**src/rtl/stim_gen_pkg.sv**
```systemverilog
// Shared types and helpers for the stim_gen_seq stimulus sequencer.
package stim_gen_pkg;

  typedef enum logic [1:0] {
    MODE_BIN   = 2'd0,
    MODE_GRAY  = 2'd1,
    MODE_WALK1 = 2'd2,
    MODE_WALK0 = 2'd3
  } mode_e;

  typedef enum logic [1:0] {
    IDLE = 2'd0,
    RUN  = 2'd1,
    TAIL = 2'd2,
    FIN  = 2'd3
  } state_e;

  // Counting modes sweep the full input space; walking modes touch each bit once.
  function automatic int unsigned pass_len(mode_e mode, int width);
    if (mode == MODE_BIN || mode == MODE_GRAY) return 32'd1 << width;
    return 32'(width);
  endfunction

endpackage

```
**src/rtl/stim_gen_pattern.sv**
```systemverilog
// Combinational map from (mode, vector index) to the stimulus vector.
module stim_gen_pattern
  import stim_gen_pkg::*;
#(
  parameter int WIDTH = 4
) (
  input  mode_e              mode,
  input  logic [WIDTH-1:0]   vec_idx,
  output logic [WIDTH-1:0]   stim
);

  always_comb begin
    unique case (mode)
      MODE_BIN:   stim = vec_idx;
      MODE_GRAY:  stim = vec_idx ^ (vec_idx >> 1);
      MODE_WALK1: stim = WIDTH'(1) << vec_idx;
      MODE_WALK0: stim = ~(WIDTH'(1) << vec_idx);
      default:    stim = '0;
    endcase
  end

endmodule

```
**src/rtl/stim_gen_seq.sv**
```systemverilog
// Parametrised stimulus sequencer: binary/Gray/walking patterns, held and repeated.
// Optional feature macro STIM_GEN_PAUSE_EN adds a pause input that freezes RUN/TAIL.
module stim_gen_seq
  import stim_gen_pkg::*;
#(
  parameter int WIDTH       = 4,
  parameter int HOLD_CYCLES = 2,
  parameter int REP_W       = 4
) (
  input  logic             clk,
  input  logic             rst_n,
  input  logic             start,
`ifdef STIM_GEN_PAUSE_EN
  input  logic             pause,
`endif
  input  logic [1:0]       mode,
  input  logic [REP_W-1:0] passes,
  output logic [WIDTH-1:0] stim,
  output logic             valid,
  output logic [WIDTH-1:0] vec_idx,
  output logic             busy,
  output logic             done
);

  localparam int HCW = $clog2(HOLD_CYCLES) + 1;
  localparam logic [HCW-1:0] HOLD_LAST = HCW'(HOLD_CYCLES - 1);

  state_e             state_q, state_d;
  mode_e              mode_q, mode_d;
  logic [REP_W-1:0]   passes_q, passes_d;
  logic [REP_W-1:0]   pass_cnt_q, pass_cnt_d;
  logic [HCW-1:0]     hold_q, hold_d;
  logic [WIDTH-1:0]   idx_q, idx_d;
  logic [WIDTH-1:0]   last_idx;
  logic [WIDTH-1:0]   pattern;
  logic               stall;

`ifdef STIM_GEN_PAUSE_EN
  assign stall = pause && (state_q == RUN || state_q == TAIL);
`else
  assign stall = 1'b0;
`endif

  assign last_idx = WIDTH'(pass_len(mode_q, WIDTH) - 1);

  always_comb begin
    // NOTE: every target gets its default first so no path leaves it unassigned (no latch).
    state_d    = state_q;
    mode_d     = mode_q;
    passes_d   = passes_q;
    pass_cnt_d = pass_cnt_q;
    hold_d     = hold_q;
    idx_d      = idx_q;
    unique case (state_q)
      IDLE: begin
        if (start) begin
          state_d    = RUN;
          mode_d     = mode_e'(mode);
          passes_d   = (passes == '0) ? REP_W'(1) : passes;
          pass_cnt_d = '0;
          hold_d     = '0;
          idx_d      = '0;
        end
      end
      RUN: begin
        if (!stall) begin
          if (hold_q == HOLD_LAST) begin
            hold_d = '0;
            if (idx_q == last_idx) begin
              idx_d = '0;
              if (pass_cnt_q == passes_q - REP_W'(1)) state_d = TAIL;
              else                                     pass_cnt_d = pass_cnt_q + REP_W'(1);
            end else begin
              idx_d = idx_q + WIDTH'(1);
            end
          end else begin
            hold_d = hold_q + HCW'(1);
          end
        end
      end
      TAIL: begin
        if (!stall) begin
          if (hold_q == HOLD_LAST) begin
            hold_d  = '0;
            state_d = FIN;
          end else begin
            hold_d = hold_q + HCW'(1);
          end
        end
      end
      FIN:     state_d = IDLE;
      default: state_d = IDLE;
    endcase
  end

  always_ff @(posedge clk or negedge rst_n) begin
    if (!rst_n) begin
      state_q    <= IDLE;
      mode_q     <= MODE_BIN;
      passes_q   <= '0;
      pass_cnt_q <= '0;
      hold_q     <= '0;
      idx_q      <= '0;
    end else begin
      // NOTE: non-blocking assignments so every register samples pre-edge values.
      state_q    <= state_d;
      mode_q     <= mode_d;
      passes_q   <= passes_d;
      pass_cnt_q <= pass_cnt_d;
      hold_q     <= hold_d;
      idx_q      <= idx_d;
    end
  end

  stim_gen_pattern #(.WIDTH(WIDTH)) u_pattern (
    .mode    (mode_q),
    .vec_idx (idx_q),
    .stim    (pattern)
  );

  // Outputs decode directly from registered state, so reset clears them at once.
  assign valid   = (state_q == RUN);
  assign busy    = (state_q == RUN) || (state_q == TAIL);
  assign done    = (state_q == FIN);
  assign stim    = valid ? pattern : '0;
  assign vec_idx = idx_q;

endmodule
```
**config.mk**
```make
export PLATFORM = sky130hd
export DESIGN_NAME = stim_gen_seq
export DESIGN_NICKNAME = d
export VERILOG_FILES = /design/src/rtl/stim_gen_pkg.sv /design/src/rtl/stim_gen_pattern.sv /design/src/rtl/stim_gen_seq.sv
export SDC_FILE = /design/constraint.sdc
export NUM_CORES = 1
export LEC_CHECK = 0
export ABC_AREA = 1
export BUFFER_PORTS_ARGS = -buffer_cell sky130_fd_sc_hd__buf_2
export CAP_MARGIN = 30
export CORE_ASPECT_RATIO = 0.5
export CORE_MARGIN = 1.5
export CORE_UTILIZATION = 39
export CTS_CLUSTER_SIZE = 12
export DETAILED_ROUTE_END_ITERATION = 10
export HOLD_SLACK_MARGIN = 0.03
export SYNTH_ARGS = -nofsm -noshare
export SYNTH_HDL_FRONTEND = slang
export SYNTH_SLANG_ARGS = --single-unit
```
**constraint.sdc**
```tcl
create_clock -name clk -period 1.55 [get_ports clk]
set_input_delay 0.465 -clock clk [delete_from_list [all_inputs] [get_ports clk]]
set_output_delay 0.465 -clock clk [all_outputs]
set_load 0.005 [all_outputs]
```
Word-level counts from Yosys, hierarchy flattened
Index checks and enable logic that the tools add are counted.
- eq/ne operators: 15
- add/subtract/negate cells: 5
- reductions and logical operators: 13
- shift operators: 1
- muxes and demuxes: 22
- bitwise operators: 2
- operators by type and width (operator ; count):
    $mux 4 ; 9
    $pmux 4 s2 ; 2
    $pmux 4 s4 ; 1
    $mux 2 ; 7
    $reduce_and 5->1 ; 2
    $add 4x1->4 const B ; 2
    $eq 2x2->1 const B ; 4
    $eq 4x4->1 ; 2
    $pmux 2 s4 ; 1
    $sub 4x1->4 const B ; 2
    $eq 2x1->1 const B ; 3
    $ne 2x1->1 const B ; 3
    $ne 2x2->1 const B ; 3
    $logic_not 2->1 ; 2
    $logic_not 4->1 ; 1
    $not 4->4 ; 1
    $pmux 2 s2 ; 1
    $reduce_and 2->1 ; 2
    $reduce_bool 2->1 ; 2
    $shl 1x4->4 const A ; 1
    $xor 4x3->4 ; 1
    $reduce_and 3->1 ; 1
    $add 2x1->2 const B ; 1
    $logic_or 1x1->1 ; 2
    2 further kinds ; 2
- register bits: 18
- word-level logic and storage cells: 64
- output and inout port bits: 11

Logic depth before layout (Yosys ltp)
- depth after elaboration: 9
- gate-level depth with buffers: 13

Cells and area by module
Synthesis repeated with hierarchy kept, for this count alone.
- cell total of the unflattened synthesis: 201
- area, all modules: 1410.1 um^2
- by module, submodules not included (module ; area an instance (um^2) ; cells each ; instances):
    stim_gen_seq ; 1202.4 ; 159 ; 1
    stim_gen_pattern ; 207.7 ; 42 ; 1

Least setup slack after synthesis
OpenSTA, ideal clock, no wires.
- path type: register to output
- start point: reg state_q[1]
- end point: out stim[0]
- cell stages (with the launch flop): 6
- data arrival time: 1.156 ns
- path slack: -0.071 ns
- path through: dfrtp_1 inv_1 ha_1 buf_4 inv_1 a211oi_1
- word-level cells in the longest chain between the ends: 2
- RTL lines (element ; line ; source):
    start: declaration ; stim_gen_seq.sv:28 ; state_e state_q, state_d;
    start signal: assignment ; stim_gen_seq.sv:106 ; state_q <= state_d;
    $eq 2x1->1 ; stim_gen_seq.sv:122 ; assign valid = (state_q == RUN);
    named net valid ; stim_gen_seq.sv:19 ; output logic valid,
    $mux 4 ; stim_gen_seq.sv:125 ; assign stim = valid ? pattern : '0;
    end: declaration ; stim_gen_seq.sv:18 ; output logic [WIDTH-1:0] stim,
The timed path passes the listed nets, and every way through them passes these cells.

Final worst setup path
- start point: reg idx_q[0], in the netlist vec_idx[0]
- end point: out stim[0]
- word-level cells in the longest chain between the ends: 4
- RTL lines (element ; line ; source):
    start: declaration ; stim_gen_seq.sv:33 ; logic [WIDTH-1:0] idx_q, idx_d;
    start signal: assignment ; stim_gen_seq.sv:111 ; idx_q <= idx_d;
    $shl 1x4->4 ; stim_gen_pattern.sv:16, stim_gen_pattern.sv:17 ;
    $not 4->4 ; stim_gen_pattern.sv:17 ; MODE_WALK0: stim = ~(WIDTH'(1) << vec_idx);
    $pmux 4 s4 * ; stim_gen_pattern.sv:13 ; unique case (mode)
    $mux 4 * ; stim_gen_seq.sv:125 ;
Every way passes the cells marked *; elsewhere a longest branch is shown, timed or not.

==> key figures <==
STA
  – Worst setup margin: -0.394 ns
  – RSZ-0062 raised after global routing: yes
  – Least-Margin Pin Slew: 0.414 ns
  – Final min period: 1.94 ns
  – Fin. max-slew vios: 0
  – Worst slew margin: 72.4%
  – Final cycle utilization of the critical path: 125%
  – Setup violators final: 14
  – Skew final: 0.0101 ns
  – Hold Vio Cnt, Final: 0
  – Fmax: 515 MHz

Clock network
  – CTS Buf Count: 3
  – CTS Root Buffer Type: clkbuf_8
  – Clock latency at the later pin of the worst-skew pair: between 0.2 and 0.3 ns
  – Reg clk slew, reported paths: 0.07 ns
  – CTS tree: done
  – Deepest level of the CTS H-tree: 1
  – CTS sink count: 18
  – Clk buf depth: 2
  – Hold Buf Count CTS: 0

Place
  – Cell Count Post-Placement: 261
  – Gpl congestion: around 0.9
  – Pre-CTS setup slack: -0.148 ns
  – Port Buffers: 19
  – Half-perimeter wire length after placement: 2220 µm
  – Dpl cell area: ~0.0016 mm²

Critical path
  – Reg2Reg Depth: 11
  – Worst Path Max Fanout: 3
  – CP endpoint kind: output pin
  – Max stage delay on crit path: 0.44 ns
  – R2R Setup Slk: -0.05 ns
  – WS Path Type: flip-flop to output pin
  – CP arrival: 1.48 ns
  – Worst path depth: 6
  – Critical Path RT: 1.08 ns
  – Crit-path slowest cell: dfrtp_1
  – Worst setup SP type: flip-flop
  – Worst path bufs/invs: 2
  – Critical-path cell list: ha_4 > inv_2 > nand2_2 > a21oi_2 > a211oi_2 > buf_2
  – Critical path's top delay family: flip-flops

Detailed routing
  – Vias per cell: 4.74
  – Drt drc: 0
  – Drt initial violations: 45
  – Post-route ant nets: 0
  – DR vias: 1312
  – WL per Instance: roughly 12 µm
  – Drt first pass iters: 4
  – WL final: 3280 µm

Pwr
  – Pwr Density: ~2200 mW/mm²
  – Power Total: approximately 4.4 mW
  – P_leak: 1.01 nW
  – Worst vdd ir: about 1.2 mV

Final layout
  – Final instance area: around 0.002 mm²
  – Antenna cells: 0
  – Post-route core utilization: 64.6%
  – Most frequent cells in the layout: nand2_1 (44), buf_4 (28), inv_1 (18), buf_2 (15)
  – Non-Filler Instances: 277
  – Share of cells above drive strength 1: 46.4%
  – Area Growth Syn to Fin: 54.4%
  – Final #Nets: around 260
  – Most common cell after layout, fill and taps aside: nand2_1

Synthesis
  – Register bit total from synthesis: 18
  – Predominant post-synthesis flop cell: dfrtp_1
  – Compound-Gate Fraction of Synth Area: 13.9%
  – Synth Instances: 177
  – EDFF count, synth: 0
  – Main combinational cell family by area after synthesis: simple AND/OR/NAND/NOR gates
  – Post-synthesis cell type count: 27
  – Async S/R FF share, synth: 100%
  – Synth Area in XOR/XNOR: under 10%
  – Syn Nets: 195
  – Synthesized area per cell: approximately 7.3 µm²
  – Area share of and/or/nand/nor cells after synthesis: 30.4%
  – Seq/Total Area, Yosys: roughly a third
  – Area of the mapped netlist: 0.00129 mm²
  – Ys Warns: 0
  – Mux share of post-synthesis cell area: 0%
  – Post-Synth Adder-Cell Area: a little under 9%

Die
  – Die Area: between 0.003 and 0.004 mm²
  – Core area: 0.00308 mm²
  – Initial Util: 41.8%
  – Die width: 84.3 µm
  – FP Rows: 14
  – Die Y-Extent: 43.7 µm
  – IO Count: 20

Run status
  – Status: finished, violations left
  – Failing checks: setup timing

GRT
  – GRT overflow: 0
  – Largest net degree at the start of global routing: 19
  – Number of global-route vias before repair: 1177
  – Initial antenna violation count: 0
  – Tot GR Track Use: a little under a fifth
  – First-pass GRT wire length: 5220 µm

Job
  – Max cap viols: 0

Min path
  – Hold WC Path Type: primary input to async pin
==> sequential cells by signal, summed over array words and instances (netlist names) <==
signal	flops
pass_cnt_q	4
hold_q	2
vec_idx	4
mode_q	2
passes_q	4
state_q	2
==> kinds of logic after synthesis <==
kind of cell               after synthesis
AOI/OAI and AO/OA                       30
xor gates and xnor gates                 5
adders and majority gates                9
buffers and inverters                   29
DFF                                     18
and+or+nand+nor                         86
==> repair_timing <==
action / 4_1_cts / 5_1_grt
pin swaps: 8 / 14
endpoints found under the setup margin: 15 / 20
gates resized for setup: 33 / 28
setup buffers: 6 / 7
==> metrics by stage <==
step                      hold WS [ns]  TNS, ns
after global routing             0.162    -3.08
after floorplan                  0.169        0
after CTS                        0.139    -2.13
final                            0.125    -1.93
after detailed placement         0.424    -1.07
after global placement           0.421    -1.00
==> final timing paths <==
kind                                         startpoint                         to
worst max-delay path             vec_idx[0]$_DFFE_PN0P_                    stim[0]
worst min-delay path                              rst_n  pass_cnt_q[2]$_DFFE_PN0P_
worst max register to register   vec_idx[2]$_DFFE_PN0P_     state_q[1]$_DFFE_PN0P_
worst min register to register  passes_q[1]$_DFFE_PN0P_    passes_q[1]$_DFFE_PN0P_
max in group asynchronous                         rst_n     vec_idx[2]$_DFFE_PN0P_
min in group clk                                mode[1]      mode_q[1]$_DFFE_PN0P_
==> per-layer routing <==
metal	GRT usage (%)	vias to the layer above	wire, µm
li1	-	683	-
met5	0	-	0
met4	6.13	0	58
met1	23.1	599	1490
met3	3.62	7	93
met2	32.0	23	1630
==> Yosys cell counts (2+ instances only) <==
cell type	number	area, µm²
nand2_1	48	180
dfrtp_1	18	450
inv_2	3	11.3
inv_1	25	93.8
nor2_1	14	52.6
ha_1	9	113
o21ai_2	2	17.5
xnor2_1	2	17.5
a21oi_1	10	50.1
nand3_1	10	50.1
o21ai_0	13	65.1
nor2_2	5	31.3
xor2_1	3	26.3
nand4_1	2	12.5
==> worst register-to-register path, stage by stage, from the launching register on <==
cell and delay, ns:
dfrtp_2 0.49, buf_6 0.15, nor2_4 0.09, buf_6 0.10
nor2_2 0.03, nor2_2 0.12, a21oi_4 0.08, buf_4 0.14
nor2_4 0.10, nand2_2 0.07, nand2_1 0.06, nand2_1 0.05
==> layout make-up <==
class / count / area (µm²)
clock buffer: 4 / 55.1
sequential: 18 / 455
inverter: 28 / 110
timing repair buffer: 57 / 443
multi-input combinational: 130 / 878
fill: 268 / 1090
tap: 40 / 50.0
==> report_power, final <==
part	internal (mW)	switching, mW	total [mW]	leakage [nW]
Sequential	0.656	0.213	0.869	0.227
Combinational	1.54	1.57	3.11	0.750
Clock	0.226	0.165	0.391	0.0288
(Power assumes the default switching activity.)
